$ cat config.mk
export PLATFORM = sky130hd
export DESIGN_NAME = wb2ahb_bridge
export DESIGN_NICKNAME = d
export VERILOG_FILES = /design/src/rtl/wb2ahb_pkg.sv /design/src/rtl/wb2ahb_sel_decode.sv /design/src/rtl/wb2ahb_bridge.sv
export SDC_FILE = /design/constraint.sdc
export NUM_CORES = 1
export LEC_CHECK = 0
export ABC_AREA = 1
export CORE_MARGIN = 3
export CORE_UTILIZATION = 44
export DETAILED_ROUTE_END_ITERATION = 8
export PLACE_DENSITY = 0.88
export SLEW_MARGIN = 20
export SYNTH_ARGS = -nofsm -noshare
export SYNTH_HDL_FRONTEND = slang
export SYNTH_SLANG_ARGS = --single-unit
$ cat constraint.sdc
create_clock -name hclk -period 1.3 [get_ports hclk]
set_input_delay 0.26 -clock hclk [delete_from_list [all_inputs] [get_ports hclk]]
set_output_delay 0.26 -clock hclk [all_outputs]
set_load 0.005 [all_outputs]
$ cat src/rtl/wb2ahb_pkg.sv
// Shared types and AHB-Lite encodings for the Wishbone-to-AHB bridge.
package wb2ahb_pkg;

  typedef enum logic [2:0] {
    ST_IDLE = 3'd0,
    ST_ADDR = 3'd1,
    ST_DATA = 3'd2,
    ST_RESP = 3'd3,
    ST_ERR  = 3'd4
  } state_t;

  localparam logic [1:0] HTRANS_IDLE   = 2'b00;
  localparam logic [1:0] HTRANS_NONSEQ = 2'b10;

  localparam logic [2:0] HSIZE_BYTE = 3'b000;
  localparam logic [2:0] HSIZE_HALF = 3'b001;
  localparam logic [2:0] HSIZE_WORD = 3'b010;

  localparam logic [2:0] HBURST_SINGLE = 3'b000;
  localparam logic [3:0] HPROT_DEFAULT = 4'b0011;

  localparam logic HRESP_OKAY  = 1'b0;
  localparam logic HRESP_ERROR = 1'b1;

endpackage

$ cat src/rtl/wb2ahb_sel_decode.sv
// Maps Wishbone byte selects onto an AHB transfer size and address low bits.
module wb2ahb_sel_decode
  import wb2ahb_pkg::*;
#(
  parameter  int DATA_WIDTH = 16,
  localparam int SEL_W      = DATA_WIDTH / 8,
  localparam int LSB_W      = $clog2(SEL_W)
) (
  input  logic [SEL_W-1:0] i_sel,
  output logic [2:0]       o_hsize,
  output logic [LSB_W-1:0] o_addr_lsb,
  output logic             o_legal
);

  // Zero-extending to four lanes lets one table serve both 16- and 32-bit buses.
  logic [3:0] w_sel4;
  assign w_sel4 = 4'(i_sel);

  always_comb begin
    o_hsize    = HSIZE_BYTE;
    o_addr_lsb = '0;
    o_legal    = 1'b0;
    case (w_sel4)
      4'b0001: o_legal = 1'b1;
      4'b0010: begin o_legal = 1'b1; o_addr_lsb = LSB_W'(1); end
      4'b0100: begin o_legal = 1'b1; o_addr_lsb = LSB_W'(2); end
      4'b1000: begin o_legal = 1'b1; o_addr_lsb = LSB_W'(3); end
      4'b0011: begin o_legal = 1'b1; o_hsize = HSIZE_HALF; end
      4'b1100: begin o_legal = 1'b1; o_hsize = HSIZE_HALF; o_addr_lsb = LSB_W'(2); end
      4'b1111: begin o_legal = 1'b1; o_hsize = HSIZE_WORD; end
      default: ;
    endcase
  end

endmodule

$ cat src/rtl/wb2ahb_bridge.sv
// Wishbone classic slave to AHB-Lite master: one request at a time, issued as a single NONSEQ.
//   state | meaning
//   IDLE  | waiting for cyc_i & stb_i
//   ADDR  | AHB address phase, NONSEQ driven until hready
//   DATA  | AHB data phase, hwdata driven until hready
//   RESP  | ack_o or err_o visible to the initiator
//   ERR   | illegal byte-select pattern, err_o visible, no AHB transfer
module wb2ahb_bridge
  import wb2ahb_pkg::*;
#(
  parameter int ADDR_WIDTH = 32,
  parameter int DATA_WIDTH = 16
) (
  input  logic                    hclk,
  input  logic                    hresetn,
  input  logic                    cyc_i,
  input  logic                    stb_i,
  input  logic                    we_i,
  input  logic [ADDR_WIDTH-1:0]   adr_i,
  input  logic [DATA_WIDTH-1:0]   dat_i,
  input  logic [DATA_WIDTH/8-1:0] sel_i,
  output logic [DATA_WIDTH-1:0]   dat_o,
  output logic                    ack_o,
  output logic                    err_o,
  output logic [ADDR_WIDTH-1:0]   haddr,
  output logic [1:0]              htrans,
  output logic                    hwrite,
  output logic [2:0]              hsize,
  output logic [2:0]              hburst,
  output logic [3:0]              hprot,
  output logic [DATA_WIDTH-1:0]   hwdata,
  input  logic [DATA_WIDTH-1:0]   hrdata,
  input  logic                    hready,
  input  logic                    hresp
);

  localparam int SEL_W = DATA_WIDTH / 8;
  localparam int LSB_W = $clog2(SEL_W);
  localparam logic [ADDR_WIDTH-1:0] LSB_MASK = ADDR_WIDTH'(SEL_W - 1);

  state_t                  r_state;
  state_t                  w_next;
  logic [DATA_WIDTH-1:0]   r_wdata;
  logic                    w_req;
  logic [2:0]              w_hsize;
  logic [LSB_W-1:0]        w_addr_lsb;
  logic                    w_legal;
  logic [ADDR_WIDTH-1:0]   w_haddr;

  wb2ahb_sel_decode #(.DATA_WIDTH(DATA_WIDTH)) u_sel_decode (
    .i_sel      (sel_i),
    .o_hsize    (w_hsize),
    .o_addr_lsb (w_addr_lsb),
    .o_legal    (w_legal)
  );

  assign w_req   = cyc_i & stb_i;
  assign w_haddr = (adr_i & ~LSB_MASK) | ADDR_WIDTH'(w_addr_lsb);
  assign hburst  = HBURST_SINGLE;
  assign hprot   = HPROT_DEFAULT;

  always_ff @(posedge hclk or negedge hresetn) begin
    if (!hresetn) r_state <= ST_IDLE;
    else          r_state <= w_next;
  end

  always_comb begin
    w_next = r_state;
    case (r_state)
      ST_IDLE: if (w_req) w_next = w_legal ? ST_ADDR : ST_ERR;
      ST_ADDR: if (hready) w_next = ST_DATA;
      ST_DATA: if (hready) w_next = ST_RESP;
      ST_RESP: w_next = ST_IDLE;
      ST_ERR:  w_next = ST_IDLE;
      default: w_next = ST_IDLE;
    endcase
  end

  always_ff @(posedge hclk or negedge hresetn) begin
    if (!hresetn) begin
      htrans  <= HTRANS_IDLE;
      haddr   <= '0;
      hwrite  <= 1'b0;
      hsize   <= HSIZE_BYTE;
      hwdata  <= '0;
      r_wdata <= '0;
      dat_o   <= '0;
      ack_o   <= 1'b0;
      err_o   <= 1'b0;
    end else begin
      ack_o <= 1'b0;
      err_o <= 1'b0;
      case (r_state)
        ST_IDLE: begin
          if (w_req) begin
            if (w_legal) begin
              htrans  <= HTRANS_NONSEQ;
              haddr   <= w_haddr;
              hwrite  <= we_i;
              hsize   <= w_hsize;
              r_wdata <= dat_i;
            end else begin
              err_o <= 1'b1;
            end
          end
        end
        ST_ADDR: begin
          if (hready) begin
            htrans <= HTRANS_IDLE;
            hwdata <= r_wdata;
          end
        end
        ST_DATA: begin
          // Termination is decided here so it is already registered during RESP.
          if (hready) begin
            if (!hwrite && (hresp == HRESP_OKAY)) dat_o <= hrdata;
            ack_o <= cyc_i & (hresp == HRESP_OKAY);
            err_o <= cyc_i & (hresp == HRESP_ERROR);
          end
        end
        default: ;
      endcase
    end
  end

endmodule

## Word-level counts from Yosys, hierarchy flattened

Cells that the tools add are included.

- Bitwise gates (word level): 5
- Reduce and logical (&&, ||, !) cells: 10
- Multiplexer cells: 18
- Equal/unequal tests: 9

Operators by type and width:

| operator | number |
|---|---|
| $or 32x1->32 | 1 |
| $mux 3 | 4 |
| $pmux 3 s3 | 1 |
| $reduce_and 3->1 | 3 |
| $mux 1 | 8 |
| $ne 2x2->1 const B | 4 |
| $mux 2 | 3 |
| $eq 2x2->1 const B | 2 |
| $pmux 2 s2 | 1 |
| $reduce_and 4->1 | 1 |
| $and 1x1->1 | 3 |
| $eq 3x1->1 const B | 1 |
| $eq 3x2->1 const B | 1 |
| $logic_not 3->1 | 1 |
| $reduce_or 3->1 | 1 |
| $eq 2x1->1 const B | 1 |
| $pmux 1 s2 | 1 |
| $reduce_and 2->1 | 1 |
| $reduce_bool 2->1 | 1 |
| $logic_and 1x1->1 | 1 |
| $logic_not 1->1 | 1 |
| $not 1->1 | 1 |

- Input bits: 73
- Bits in registers: 91
- Output and inout port bits: 79
- Logic and storage cells: 52

## Depth between registers and ports, before layout

Gate-level depths: netlist (run 1).

- Depth in word-level cells: 6
- Mapped depth: 7
- Gate-level depth less buffers: 6

## Modules after synthesis

Synthesis (run 1) repeated with hierarchy kept, for this count alone.

- Cells, all modules: 399
- Area total of the unflattened synthesis: 3613.5 µm²

By module, submodules not included:

| module | cells an instance | area each (µm²) | instances | sequential area each (µm²) |
|---|---|---|---|---|
| wb2ahb_bridge | 390 | 3572.2 | 1 | 2252.2 |
| wb2ahb_sel_decode | 9 | 41.3 | 1 | 0.0 |

## Worst setup path before layout (run 1)

OpenSTA, ideal clock, no wires.

- Path kind: register -> register
- Start point: reg r_state[0]
- End point: reg haddr[10]
- Setup time: 116 ps
- Slack: 97 ps
- Data arrival time: 1086 ps
- Path buffers: 1
- Clock period less this slack: 1203 ps
- Required time: 1184 ps
- Stages on the path, launching flop included: 8
- Cell sequence: dfrtp_1 nor2_4 inv_2 nor2_8 nand2_4 buf_6 nand2_1 nand2_1

- Longest elaborated chain between the ends: 2

Ends and longest elaborated chain:

| element | RTL line | RTL |
|---|---|---|
| start: declaration | wb2ahb_bridge.sv:41 | `state_t r_state;` |
| start signal: assignment | wb2ahb_bridge.sv:64 | `else r_state <= w_next;` |
| $logic_not 3->1 | wb2ahb_bridge.sv:93 | `case (r_state)` |
| $reduce_and 3->1 (no source line) | n/a |  |
| end signal: assignment | wb2ahb_bridge.sv:98 | `haddr <= w_haddr;` |
| end: declaration | wb2ahb_bridge.sv:25 | `output logic [ADDR_WIDTH-1:0] haddr,` |

No other way between the ends.
A chain may end at the register's enable or synchronous reset.

## Final worst setup path (run 1)

- Start point: reg dat_o[0]
- End point: out dat_o[0]

RTL lines:

| element | RTL line | RTL |
|---|---|---|
| start: declaration | wb2ahb_bridge.sv:22 | `output logic [DATA_WIDTH-1:0] dat_o,` |
| start signal: assignment | wb2ahb_bridge.sv:116 | `if (!hwrite && (hresp == HRESP_OKAY)) dat_o <= hrdata;` |

No word-level cell between the ends.

==> results of run 1 <==
==> cell families (layout without fill, tap and decap cells) <==
kind of cell	after synthesis	in the layout
AOI/OAI and AO/OA	20	20
DFF	88	88
and+or+nand+nor	242	242
other	2	10
buffers and inverters	56	239
==> how the worst max path moves through the flow <==
stage | startpoint | endpoint | slack [ns] | cells past startpoint
CTS | dat_o[8]$_DFFE_PN0P_ | dat_o[8] | 0.003 | 1
finish | dat_o[0]$_DFFE_PN0P_ | dat_o[0] | 0.03 | 1
detailed placement | cyc_i | r_wdata[5]$_DFFE_PN0P_ | -0.31 | 7
floorplan | r_state[0]$_DFFE_PN0P_ | haddr[10]$_DFFE_PN0P_ | 0.1 | 7
global placement | cyc_i | hwrite$_DFFE_PN0P_ | -0.26 | 7
global route | r_state[2]$_DFFE_PN0P_ | hsize[0]$_DFFE_PN0P_ | -0.03 | 7
==> power breakdown <==
part / switching, µW / total (µW) / internal, µW
sequential: 714 / 4770 / 4060
combinational: 2400 / 5280 / 2880
clock: 1020 / 2120 / 1100
total: 4130 / 12200 / 8040
==> metal layers <==
layer  vias up  GRT usage (%)
met5         -              0
met4         0           8.93
met3        24           5.05
met2       108           34.6
met1      1569           22.7
li1       1639              -
==> stage by stage <==
stage          instance area [µm²]  util (%)
5_1_grt                       5880      70.2
6_report                      5880      70.2
4_1_cts                       5710      68.1
2_1_floorplan                 3880         -
3_3_place_gp                  5390      64.3
3_5_place_dp                  5390      64.3
==> flip-flops by register name, indices dropped and copies added (netlist names) <==
signal,cells
ack_o,1
hsize,1
hwrite,1
htrans,1
r_state,3
err_o,1
r_wdata,16
dat_o,16
haddr,32
hwdata,16
==> repair_timing <==
item	in CTS	in global routing
endpoints found under the hold margin	17	0
buffers inserted	21	15
pin swaps	1	3
hold buffers	1	0
setup endpoints to repair	104	120
resized for setup	74	41
==> synthesized netlist by cell type <==
library cell,n,area [µm²]
o21ai_2,1,8.76
dfrtp_1,88,2200
nand3_2,20,200
inv_2,1,3.75
a21oi_1,1,5.00
buf_2,7,35.0
clkbuf_2,1,5.00
nand2_2,2,12.5
nor2_4,2,22.5
buf_12,3,60.1
nor3_1,1,5.00
nand2_4,2,22.5
nor2_8,1,20.0
inv_1,22,82.6
buf_6,8,90.1
o21ai_1,16,80.1
conb_1,2,7.51
nand3_1,50,250
buf_4,13,97.6
o22ai_1,1,6.26
nand2_1,157,589
nor2_1,5,18.8
nand4_2,1,12.5
nor2_2,1,6.26
inv_4,1,6.26
o21ai_0,1,5.00
==> cell type report <==
type / instances / area [µm²] / share of cell area [%]
clock buffer: 9 / 124 / 2.11
sequential: 88 / 2200 / 37.5
timing repair buffer: 199 / 1900 / 32.3
multi-input combinational: 272 / 1330 / 22.5
clock inverter: 7 / 103 / 1.74
inverter: 24 / 95.1 / 1.62
tap: 105 / 131 / 2.23
==> results by group, run 1 <==
Status
  – Outcome: finished, final reports clean

CTS
  – Clk sinks: 88
  – Clock Tree Buf Depth: 2
  – Clock insertion delay at the later pin of the skew report: 0.35 ns
  – TritonCTS Buffers: 9
  – H-tree levels: 3
  – CTS tree: yes
  – Clk slew on worst S/H paths: 0.10 ns
  – Root Driver: clkbuf_8

Layout
  – Leading cell type in the layout, fill and taps excluded: nand2_1
  – Share of post-route cells with drive strength above 1: 18.4%
  – Commonest cells after routing, fill and taps aside: 157 x nand2_1, 87 x dfrtp_1, 70 x clkdlybuf4s50_1
  – Synth-to-layout area growth: 52.6%
  – Ant diodes: 0
  – Layout net count: 667
  – Filler Cells Inserted: 629
  – Final cell count without fillers: 704

Drt
  – Wirelength per Cell: 13.8 µm
  – Met1 wire length: 3.79 mm
  – # DRC: 0
  – TritonRoute pass-1 iters: 4
  – WL met3: 542 µm
  – Top Metal Used: met4
  – Vias: 3340
  – DR WL met2: 5.13 mm
  – DRT iter0 DRCs: 139
  – DRT antenna net count: 0
  – Routed vias/inst: 4.74
  – WL final: 9.75 mm

STA
  – Setup WS post-layout: 0.0281 ns
  – Final hold vios: 0
  – Clock Skews: 0.0153 ns
  – Period Utilization, post-route: 97.8%
  – Pins Over Slew Limit: 0
  – RSZ-0062 raised after global routing: yes
  – Hold slack: 0.317 ns
  – Final setup fails: 0
  – Final Critical Period: 1.27 ns
  – Setup_tns: 0 ns
  – Fmax: 786 MHz

Worst setup path
  – Crit path largest cell delay: 0.39 ns
  – Worst Setup Start Kind: flop
  – Worst path required time: 1.04 ns
  – Critical-path maximum fanout: 2
  – Worst path slowest cell: dfrtp_1
  – CP bufs+invs: 1
  – Crit Path Class: flop to output port
  – Critical path arrival: 1.01 ns
  – Crit path max-delay family: flip-flops
  – R2r setup slk: 0.05 ns
  – Crit end category: output port
  – Worst reg2reg path endpoint: r_wdata[15]$_DFFE_PN0P_
  – FF-to-FF Start: r_state[2]$_DFFE_PN0P_
  – Reg2reg path depth: 7
  – CP Cell Sequence: dlygate4sd2_1

Yosys
  – Post-Synthesis Cells: 408
  – Syn_area_per_cell: 9.45 µm²
  – #FFs+latches synth: 88
  – Mux contribution to synthesized area: 0%
  – Synth Warn #: 0
  – Fraction of the mapped netlist area in adder cells: 0%
  – Synth Area in XOR/XNOR: 0%
  – Compound-Gate Fraction of Synth Area: 2.73%
  – Largest family of logic cells by synthesized area: simple AND/OR/NAND/NOR gates
  – Simple-Gate Fraction of Synth Area: 30.1%
  – Cell area after synthesis: 3850 µm²
  – Count of cell types in the netlist: 26
  – Seq/Total Area, Yosys: 57.1%

Global route
  – Largest net degree at the start of global routing: 39
  – Vias in the first global route: 3368
  – Initial antenna violation count: 0
  – Tot GR Track Use: 19.8%
  – First-pass GRT wire length: 15.7 mm
  – Gr ovfl total: 0

Pwr
  – Leakage: 0.00307 µW
  – Final Power: 12200 µW
  – Worst vdd ir: 0.000977 V
  – Pwr dens: 2070 nW/µm²

Placed design
  – Placer Congestion: 0.836
  – Dpl cells: 652
  – Post-DP HPWL: 7.24 mm
  – Dpl ws: -0.306 ns
  – Number of port buffers: 140

Die
  – Die Wd: 99.6 µm
  – DIE HEIGHT: 99.6 µm
  – Placeable Area: 8380 µm²
  – FP Rows: 33
  – Die Footprint: 9920 µm²
  – Starting Density: 46.0%
  – I/O pin total: 152

Flow run
  – Max Cap Violations: 0

Hold path
  – Worst Hold Class: input pin to async pin
No activity file was read; power rests on OpenSTA's default activity.
==> run 2, diff against run 1 <==
Settings changed: REMOVE_ABC_BUFFERS set to 1.
==> results by group, run 2 (synthesis results as in run 1) <==
CTS
  – Root Driver: clkbuf_8
  – Clk slew on worst S/H paths: 0.09 ns (about the same)
  – Clk sinks: 88 (unchanged)
  – H-tree levels: 3 (unchanged)
  – TritonCTS Buffers: 9 (unchanged)
  – Clock Tree Buf Depth: 2 (unchanged)
  – CTS tree: yes
  – Clock insertion delay at the later pin of the skew report: 0.34 ns (about the same)

Flow run
  – Max Cap Violations: 0 (unchanged)

Die
  – Starting Density: 46.0% (unchanged)
  – DIE HEIGHT: 99.6 µm (unchanged)
  – Placeable Area: 8380 µm² (unchanged)
  – FP Rows: 33 (unchanged)
  – Die Footprint: 9920 µm² (unchanged)
  – Die Wd: 99.6 µm (unchanged)
  – I/O pin total: 152 (unchanged)

STA
  – Final hold vios: 0 (unchanged)
  – Fmax: 781 MHz (-0.66%)
  – Final Critical Period: 1.28 ns (+0.00845 ns)
  – Clock Skews: 0.0105 ns (-0.00475 ns)
  – RSZ-0062 raised after global routing: yes
  – Setup WS post-layout: 0.0196 ns (-0.00845 ns)
  – Pins Over Slew Limit: 0 (unchanged)
  – Final setup fails: 0 (unchanged)
  – Period Utilization, post-route: 98.5% (+0.65 points)

Worst setup path
  – Crit path max-delay family: flip-flops
  – Number of cells on the critical path: 1 (unchanged)
  – Critical-path maximum fanout: 2 (unchanged)
  – FF-to-FF Start: r_state[2]$_DFFE_PN0P_
  – Reg2reg path depth: 7 (unchanged)
  – CP Cell Sequence: dlygate4sd2_1
  – Worst Setup Start Kind: flop
  – Critical path arrival: 1.02 ns (about the same)
  – R2r setup slk: 0.03 ns (-0.02 ns)
  – Worst path slowest cell: dfrtp_1
  – Worst path required time: 1.04 ns (about the same)
  – Crit Path Class: flop to output port
  – CP bufs+invs: 1 (unchanged)
  – Crit end category: output port
  – Crit. Startpoint: haddr[0]$_DFFE_PN0P_
  – Crit path largest cell delay: 0.41 ns (+0.02 ns)

Drt
  – DRT iter0 DRCs: 118 (-15%)
  – Routed vias/inst: 4.75 (+0.12%)
  – Wirelength per Cell: 13.8 µm (about the same)
  – # DRC: 0 (unchanged)
  – Vias: 3306 (-1.0%)
  – WL final: 9.64 mm (-1.1%)
  – DRT antenna net count: 0 (unchanged)
  – TritonRoute pass-1 iters: 4 (unchanged)

Global route
  – First-pass GRT wire length: 15.7 mm (about the same)
  – Vias in the first global route: 3312 (-1.7%)
  – Gr ovfl total: 0 (unchanged)
  – Initial antenna violation count: 0 (unchanged)
  – Largest net degree at the start of global routing: 89 (+130%)
  – Tot GR Track Use: 19.6% (-0.11 points)

Placed design
  – Post-DP HPWL: 6.77 mm (-6.4%)
  – Number of port buffers: 140 (unchanged)
  – Dpl ws: -0.300 ns (+0.00628 ns)
  – Placer Congestion: 0.752 (-10%)

Hold path
  – WHS Path Cells: 3
  – Worst Hold Class: input pin to flop
  – Worst Hold Launch: hrdata[0]

Pwr
  – Leakage: 0.00305 µW (-0.65%)
  – Pwr dens: 2040 nW/µm² (-1.2%)
  – Worst vdd ir: 0.00105 V (+7.6%)
  – Final Power: 11800 µW (-3.4%)

Layout
  – Commonest cells after routing, fill and taps aside: 157 x nand2_1, 86 x dfrtp_1, 70 x clkdlybuf4s50_1
  – Biggest register: haddr
  – Synth-to-layout area growth: 49.2%
  – Leading cell type in the layout, fill and taps excluded: nand2_1
  – Ant diodes: 0 (unchanged)
  – Layout net count: 659 (-1.2%)
  – Share of post-route cells with drive strength above 1: 17.3% (-1.1 points)
  – Max FFs per register: 32 (unchanged)

Status
  – Outcome: finished, final reports clean
==> run 2: path summary, 6_finish.rpt <==
kind	to
worst max-delay path	haddr[0]
worst min-delay path	dat_o[0]$_DFFE_PN0P_
worst max register to register	hsize[0]$_DFFE_PN0P_
worst min register to register	haddr[6]$_DFFE_PN0P_
max in group asynchronous	haddr[26]$_DFFE_PN0P_
min in group asynchronous	ack_o$_DFF_PN0_
==> run 2: metal layers <==
layer	track usage, %	share of wire [%]
met3	3.86	6.3
met2	34.7	53
met1	23.9	39
met4	6.93	1.8
met5	0	0
==> run 2: final cells by class <==
type                       instances  area [µm²]
sequential                        88        2200
fill                             668        2630
clock inverter                     6        67.6
tap                              105         131
inverter                          24        95.1
multi-input combinational        272        1310
clock buffer                      10         128
timing repair buffer             191        1820
==> run 2: stage by stage <==
stage	setup TNS [ns]	cell area, µm²	util (%)	hold slack, ns	std cells
2_1_floorplan	-29.08	3600	-	-0.0356	384
3_3_place_gp	-14.95	5350	63.9	0.330	649
3_5_place_dp	-16.56	5350	63.9	0.340	649
4_1_cts	0	5650	67.4	0.433	687
5_1_grt	-0.962	5750	68.6	0.450	696
6_report	0	5750	68.6	0.455	696
==> run 2: what timing repair did <==
action | in CTS | in global routing
cloned | 0 | 0
endpoints found under the setup margin | 85 | 88
buffers inserted | 21 | 9
resized for setup | 74 | 23
hold buffers | 1 | 0
hold endpoints to repair | 88 | 0
==> run 2: where the power goes <==
| group | leakage [µW] | switching, µW | internal (µW) |
|---|---|---|---|
| combinational | 0.00184 | 2350 | 2770 |
| sequential | 0.00111 | 712 | 4060 |
| clock | 0.0000933 | 969 | 900 |
| total | 0.00305 | 4030 | 7730 |
